===== config.mk =====
export PLATFORM = sky130hd
export DESIGN_NAME = cfg_bank_spi
export DESIGN_NICKNAME = d
export VERILOG_FILES = /design/src/rtl/cfg_bank_spi.sv
export SDC_FILE = /design/constraint.sdc
export NUM_CORES = 1
export LEC_CHECK = 0
export ABC_AREA = 0
export BUFFER_PORTS_ARGS = -buffer_cell sky130_fd_sc_hd__buf_2
export CELL_PAD_IN_SITES_DETAIL_PLACEMENT = 1
export CELL_PAD_IN_SITES_GLOBAL_PLACEMENT = 1
export CORE_UTILIZATION = 49
export DETAILED_ROUTE_END_ITERATION = 10
export PLACE_DENSITY = 0.9
export SLEW_MARGIN = 20
export SYNTH_ARGS = -nofsm -noshare
export SYNTH_HDL_FRONTEND = slang
export SYNTH_SLANG_ARGS = --single-unit

===== constraint.sdc =====
create_clock -name Clk -period 6.1 [get_ports Clk]
set_clock_uncertainty 0.15 [all_clocks]
set_input_delay 1.525 -clock Clk [delete_from_list [all_inputs] [get_ports Clk]]
set_output_delay 1.525 -clock Clk [all_outputs]
set_load 0.02 [all_outputs]

===== src/rtl/cfg_bank_spi.sv =====
// Serial configuration bank: deserialises address/data/parity frames and commits
// them atomically to N_REGS trim registers, with error status and a daisy-chain output.
module cfg_bank_spi #(
  parameter int DATA_W    = 14,
  parameter int ADDR_W    = 2,
  parameter int N_REGS    = 3,
  parameter int PARITY_EN = 1
) (
  input  logic                     Clk,
  input  logic                     Resetn,
  input  logic                     Cfg_en,
  input  logic                     Cfg_in,
  output logic [N_REGS*DATA_W-1:0] Cfg_out,
  output logic [N_REGS-1:0]        Upd,
  output logic [1:0]               Err,
  output logic                     Sdo
);

  localparam int FRAME_LEN = ADDR_W + DATA_W + PARITY_EN;
  localparam int CNT_W     = $clog2(FRAME_LEN + 2);

  localparam logic [CNT_W-1:0] CNT_ONE  = CNT_W'(1);
  localparam logic [CNT_W-1:0] CNT_FULL = CNT_W'(FRAME_LEN);
  localparam logic [CNT_W-1:0] CNT_SAT  = CNT_W'(FRAME_LEN + 1);

  localparam logic [1:0] ERR_OK   = 2'd0;
  localparam logic [1:0] ERR_LEN  = 2'd1;
  localparam logic [1:0] ERR_PAR  = 2'd2;
  localparam logic [1:0] ERR_ADDR = 2'd3;

  typedef enum logic {IDLE, SHIFT} state_t;

  state_t               state_q, state_d;
  logic [FRAME_LEN-1:0] sr_q;
  logic [CNT_W-1:0]     cnt_q, cnt_d;
  logic                 shift_en;
  logic                 frame_end;
  logic                 commit;
  logic [1:0]           err_d;
  logic [ADDR_W-1:0]    frame_addr;
  logic [DATA_W-1:0]    frame_data;

  // An even number of ones across the whole frame means the odd-parity bit is wrong.
  function automatic logic parity_bad(input logic [FRAME_LEN-1:0] f);
    return (PARITY_EN != 0) && !(^f);
  endfunction

  assign frame_addr = sr_q[FRAME_LEN-1 -: ADDR_W];
  assign frame_data = sr_q[DATA_W+PARITY_EN-1 : PARITY_EN];

  always_comb begin
    state_d   = state_q;
    cnt_d     = cnt_q;
    shift_en  = 1'b0;
    frame_end = 1'b0;
    case (state_q)
      IDLE: begin
        if (Cfg_en) begin
          shift_en = 1'b1;
          cnt_d    = CNT_ONE;
          state_d  = SHIFT;
        end
      end
      SHIFT: begin
        if (Cfg_en) begin
          shift_en = 1'b1;
          cnt_d    = (cnt_q == CNT_SAT) ? cnt_q : cnt_q + 1'b1;
        end else begin
          frame_end = 1'b1;
          cnt_d     = '0;
          state_d   = IDLE;
        end
      end
      default: state_d = IDLE;
    endcase
  end

  // Frame qualification, highest-priority error wins.
  always_comb begin
    err_d  = ERR_OK;
    commit = 1'b0;
    if (cnt_q != CNT_FULL) begin
      err_d = ERR_LEN;
    end else if (parity_bad(sr_q)) begin
      err_d = ERR_PAR;
    end else if (int'(frame_addr) >= N_REGS) begin
      err_d = ERR_ADDR;
    end else begin
      commit = frame_end;
    end
  end

  always_ff @(posedge Clk or negedge Resetn) begin
    if (!Resetn) begin
      state_q <= IDLE;
      cnt_q   <= '0;
      sr_q    <= '0;
      Sdo     <= 1'b0;
      Err     <= ERR_OK;
      Upd     <= '0;
      Cfg_out <= '0;
    end else begin
      state_q <= state_d;
      cnt_q   <= cnt_d;
      Upd     <= '0;
      if (shift_en) begin
        sr_q <= {sr_q[FRAME_LEN-2:0], Cfg_in};
        Sdo  <= sr_q[FRAME_LEN-1];
      end
      if (frame_end) begin
        Err <= err_d;
        if (commit) begin
          for (int r = 0; r < N_REGS; r++) begin
            if (frame_addr == ADDR_W'(r)) begin
              Cfg_out[r*DATA_W +: DATA_W] <= frame_data;
              Upd[r]                      <= 1'b1;
            end
          end
        end
      end
    end
  end

endmodule


==> results of run 1 <==
[path summary, 6_finish.rpt]
check / to / cells past startpoint / slack, ns / startpoint
worst max-delay path: Cfg_out[38] / 5 / 2.38 / Cfg_en
worst max register to register: Cfg_out[38] / 5 / 2.83 / sr_q[16]
worst min register to register: Cfg_out[27] / 1 / 0.35 / Cfg_out[27]
worst min-delay path: Cfg_out[27] / 1 / 0.35 / Cfg_out[27]
min in group asynchronous: Cfg_out[11] / 2 / 1.23 / Resetn
max in group asynchronous: cnt_q[3] / 2 / 3.98 / Resetn
[power groups by stage]
stage	logic [mW]	registers, mW	clock network [mW]
2_1_floorplan	0.323	0.580	0
3_3_place_gp	0.368	0.611	0
3_5_place_dp	0.385	0.621	0
4_1_cts	0.395	0.612	0.381
5_1_grt	0.416	0.622	0.400
6_report	0.387	0.611	0.371
[state kept, by name (all words and copies together) (netlist names)]
| register | flops |
|---|---|
| Err | 2 |
| sr_q | 17 |
| cnt_q | 5 |
| state_q | 1 |
| Upd | 3 |
| Sdo | 1 |
| Cfg_out | 42 |
[Yosys cell counts]
cell and instances:
a21oi_1 3, nor2_1 2, xnor2_1 7, nor2b_1 1, dfrtp_1 71, inv_1 5, nor3b_1 1, clkbuf_1 2
or4b_1 1, buf_6 2, o21ai_0 5, xnor3_1 4, nor4_2 1, nand3_1 4, o22ai_1 1, mux2_4 18
ha_1 3, buf_12 1, buf_2 3, o22a_1 1, or4b_4 1, buf_1 1, mux2_2 43, xor2_1 3
nand2_1 11
[placed cells by master, fill, tap and decap left out, drive strengths merged, types with 2 or more instances in the layout]
cell,count
clkinvlp,2
clkbuf,10
inv,5
xnor2,7
dfrtp,71
ha,3
xnor3,4
clkinv,3
o21ai,5
nand2,11
nor2,2
xor2,3
a21oi,3
nand3,4
buf,52
or4b,2
mux2,61
[worst max-delay path: cells and delay by family]
kind | cells | cell delay, ns
muxes | 1 | 0.45
buffers and inverters | 1 | 0.27
and+or+nand+nor | 3 | 1.52
[layer usage]
layer	vias to the layer above	part of all wire (%)	track usage (%)
met1	897	45	25.3
met3	6	4.0	5.57
met2	42	50	35.3
li1	786	-	-
met5	-	0	0
met4	0	1.1	9.46
[cells by family after synthesis]
group / Yosys count
AOI/OAI and AO/OA: 10
muxes: 61
and+or+nand+nor: 22
DFF: 71
buffers and inverters: 14
adders and majority gates: 3
xor gates and xnor gates: 14
[cell type report]
type	count	area (sq um)
clock inverter	6	60.1
multi-input combinational	110	1150
inverter	5	18.8
fill	595	2420
sequential	71	1780
tap	75	93.8
clock buffer	10	138
timing repair buffer	52	263
[stage by stage]
| step | hold slack [ns] | cells | utilization (%) |
|---|---|---|---|
| floorplan | 0.327 | 195 | - |
| global placement | 0.334 | 313 | 55.8 |
| detailed placement | 0.341 | 313 | 55.8 |
| CTS | 0.359 | 329 | 59.2 |
| global route | 0.378 | 329 | 59.2 |
| finish | 0.354 | 329 | 59.2 |
==> out/metrics.cfg, run 1 <==
[outcome]
status = completed

[pwr]
total_power_mw = 1.37
switching_share_pct = 31.6
pwr-share-clk_pct = 27.1
powerDensity_mw_per_mm2 = 391
p_sw_mw = 0.433
p_seq_share_pct = 44.6
p_leak_nw = 1.90
combPwrFrac_pct = 28.3
intPower_mw = 0.936
irDropWorstVdd_mv = 0.333

[synthesis]
synth_top_area_cell = dfrtp_1
yosys.area.top_type_share_pct = 59.1
yosysSeqAreaShare_pct = 59.1
ys_warn_count = 0
syn_nets = 202
synth-simple-area-share_pct = 3.95
netlist_instances = 195
ys_ff_latch = 71
synth_area_per_cell_sq_um = 15.4
synth_top_family_by_area = multiplexers
post_synth_instance_area_sq_mm = 0.00301
synth_fa_ha_area_share_pct = 1.25
synth-xor-area-share_pct = 5.91
synth_cell_types = 25
synthMuxAreaShare_pct = 25.1
synth_compound_area_share_pct = 1.83
synthTopCellsByArea = dfrtp_1 (59%), mux2_2 (16%), mux2_4 (9.0%)

[clock_network]
clock_sinks = 71
cts_hold_buf = 0
numCtsBuffers = 9
h-tree-depth = 3
cts_setup_buffers = 0
cts_tree = done
clk_pin_slew_ns = 0.07
cts_resized = 0
cts_root_buf = clkbuf_8
clk_path_buf_depth = 2
clk-insertion-delay-late_ns = 0.34

[floorplanning]
die_w_um = 80.4
chipHeight_um = 80.4
start_util_pct = 50.8
coreArea_sq_mm = 0.00592
io-pin-count = 52
rows = 28
fp.dieArea_sq_mm = 0.00646

[global_route]
grt_pass1_wl_mm = 9.79
antenna_found_initial = 0
grt_overflow_total = 0
grt_start_max_net_pins = 72
grt_util_all_layers_pct = 21.0
grt_pass1_vias = 1883

[critical_path]
worstSetupStartpointType = input pin
critPathCaptureType = register
crit_path_cell_trace = buf_2, nor2b_1, nand3_1, or4b_1, mux2_4
cp.arrival_ns = 3.79
crit_fanout = 24
cpPeakStageDelay_ns = 1.00
crit_type = in -> reg
crit_required_ns = 6.17
cp_slowest_cell = or4b_1

[finish]
drive_above_1_share_pct = 51.6
syn2layout_area_growth_pct = 16.4
finalNetCount = 256
fin_area_sq_mm = 0.00350
diodes = 0

[drt]
num_vias = 1731
routed_wl_mm = 5.91
drc = 0
first_pass_iters = 4
avgViaCountPerCell = 5.26
wire_per_inst_um = 18.0
postRouteAntennaNets = 0
drt_iter0_drc = 64

[place]
place_area_sq_mm = 0.00330
dp_hpwl_mm = 3.91
dp_slack_ns = 2.03
gp_congestion = 0.767
port_buffers = 51

[hold_path]
min_path_type = reg -> reg

[sta]
fin_crit_ns = 3.72
tightest_slew_ns = 1.02
rsz0062_at_grt = false
maxSlewViolCount = 0
relSlewSlack_pct = 31.7
period_share_pct = 61.0
setup_slack_ns = 2.38
setup_tns_ns = 0
setup_viol = 0
fmax_mhz = 269
finalHoldViolations = 0

[run]
cap_violations = 0

(Power assumes the default switching activity.)
==> run 2, diff against run 1 <==
- CORE_UTILIZATION: 49 -> 46
- PLACE_DENSITY: 0.9 -> 0.86
- clock period: 6.1 -> 3.7 ns (I/O delays scaled with it)
==> run 2 against run 1 <==
Worst hold slack improved by 0.0040 ns. Combinational power increased by 67%. Routed wire length decreased by 0.39%. Sequential share of layout area decreased by 0.23 points. Clock power increased by 53%. Die area increased by 6.4%. Register-to-register slack got worse by 2.3 ns. Sequential cell count unchanged. First-iteration DRC count increased by 13%. Count of clock-buffer cells in the layout increased by 1. Setup slack got worse by 1.9 ns. Utilization decreased by 3.4 points.
==> out/metrics.cfg, run 2 (synthesis results as in run 1) <==
[clock_network]
cts_hold_buf = 0
h-tree-depth = 3
clock_sinks = 71
numCtsBuffers = 9
clk-insertion-delay-late_ns = 0.35
clk_path_buf_depth = 2
cts_setup_buffers = 0
clk_pin_slew_ns = 0.08
cts_root_buf = clkbuf_8
cts_resized = 0
cts_tree = done

[pwr]
p_leak_nw = 1.90
irDropWorstVdd_mv = 0.542
powerDensity_mw_per_mm2 = 631

[floorplanning]
die_w_um = 82.9
io-pin-count = 52
coreArea_sq_mm = 0.00631
start_util_pct = 47.6
chipHeight_um = 82.9
fp.dieArea_sq_mm = 0.00687
rows = 29

[sta]
rsz0062_at_grt = false
setup_tns_ns = 0
relSlewSlack_pct = 43.7
setup_slack_ns = 0.501
fmax_mhz = 313
setup_viol = 0
maxSlewViolCount = 0
finalHoldViolations = 0
fin_crit_ns = 3.20
tightest_slew_ns = 0.845
period_share_pct = 86.4

[finish]
finalNetCount = 258
fillers = 634
syn2layout_area_growth_pct = 17.0
largest_reg_flops = 42
multi_input_area_sq_mm = 0.00115
diodes = 0
drive_above_1_share_pct = 52.0
mostFrequentLayoutCell = dfrtp_1
final_cell_mix = dfrtp_1 (71), buf_2 (51), mux2_2 (43)
reg.largest.list = Cfg_out x42, sr_q x17, cnt_q x5
area.sequential_sq_mm = 0.00178
regMostFlops = Cfg_out

[drt]
wire_per_inst_um = 17.7
avgViaCountPerCell = 5.24
drc = 0
first_pass_iters = 4
routed_wl_mm = 5.89
num_vias = 1745
drt_iter0_drc = 72
postRouteAntennaNets = 0

[critical_path]
cp.arrival_ns = 3.28
worstSetupStartpointType = register
crit_type = reg -> reg
crit_fanout = 15
critPathCaptureType = register
crit_required_ns = 3.78

[hold_path]
min_path_type = reg -> reg

[global_route]
grt_overflow_total = 0
grt_pass1_vias = 1932
antenna_found_initial = 0
grt_pass1_wl_mm = 10.3
grt_util_all_layers_pct = 19.4
grt_start_max_net_pins = 40

[place]
port_buffers = 51
dp_slack_ns = 0.455
dp_hpwl_mm = 4.10
gp_congestion = 0.711

[outcome]
status = completed

[run]
cap_violations = 0

run 2: cell types whose count changed in the layout (fill, tap and decap cells not counted), sizes merged:
cell,delta
clkinvlp,+1
bufinv,-1
clkbuf,+1
clkinv,-1
buf,+2
run 2: cell type report:
type,count,share of cell area [%]
clock buffer,11,4.30
clock inverter,5,0.925
timing repair buffer,54,8.25
tap,77,2.74
inverter,5,0.533
multi-input combinational,110,32.8
sequential,71,50.5
run 2: report_power, final:
group	switching, mW	leakage, nW	total, mW	internal, mW
clock network	0.290	0.0873	0.567	0.277
logic	0.284	0.870	0.648	0.364
registers	0.149	0.946	1.01	0.856
total	0.723	1.90	2.22	1.50
run 2: worst max-delay path, stage by stage (launching register included):
cell and delay (ns):
dfrtp_1 0.45, xnor3_1 0.44, xnor3_1 0.39, xnor3_1 0.31
or4b_1 0.91, mux2_4 0.44
run 2: path summary, 6_finish.rpt:
check | depth (start not counted) | startpoint | to | slack, ns
worst min register to register | 1 | Cfg_out[0] | Cfg_out[0] | 0.36
max in group asynchronous | 2 | Resetn | Cfg_out[32] | 2.26
min in group asynchronous | 1 | Resetn | Cfg_out[39] | 0.49
worst max-delay path | 5 | sr_q[10] | Cfg_out[41] | 0.50
worst max register to register | 5 | sr_q[10] | Cfg_out[41] | 0.50
worst min-delay path | 1 | Cfg_out[0] | Cfg_out[0] | 0.36
run 2: stage by stage:
stage	area, sq um	hold WS, ns	power [mW]	utilization (%)	cells
2_1_floorplan	3010	0.327	1.49	-	195
3_3_place_gp	3330	0.335	1.62	52.8	317
3_5_place_dp	3330	0.346	1.68	52.8	317
4_1_cts	3520	0.364	2.25	55.7	333
5_1_grt	3520	0.377	2.34	55.7	333
6_report	3520	0.358	2.22	55.7	333
run 2: per-layer routing:
layer / track usage [%] / share of wire, % / vias up
li1: - / - / 783
met1: 25.2 / 45 / 905
met3: 4.97 / 4.0 / 13
met2: 30.6 / 49 / 44
met5: 0 / 0 / -
met4: 8.78 / 2.3 / 0
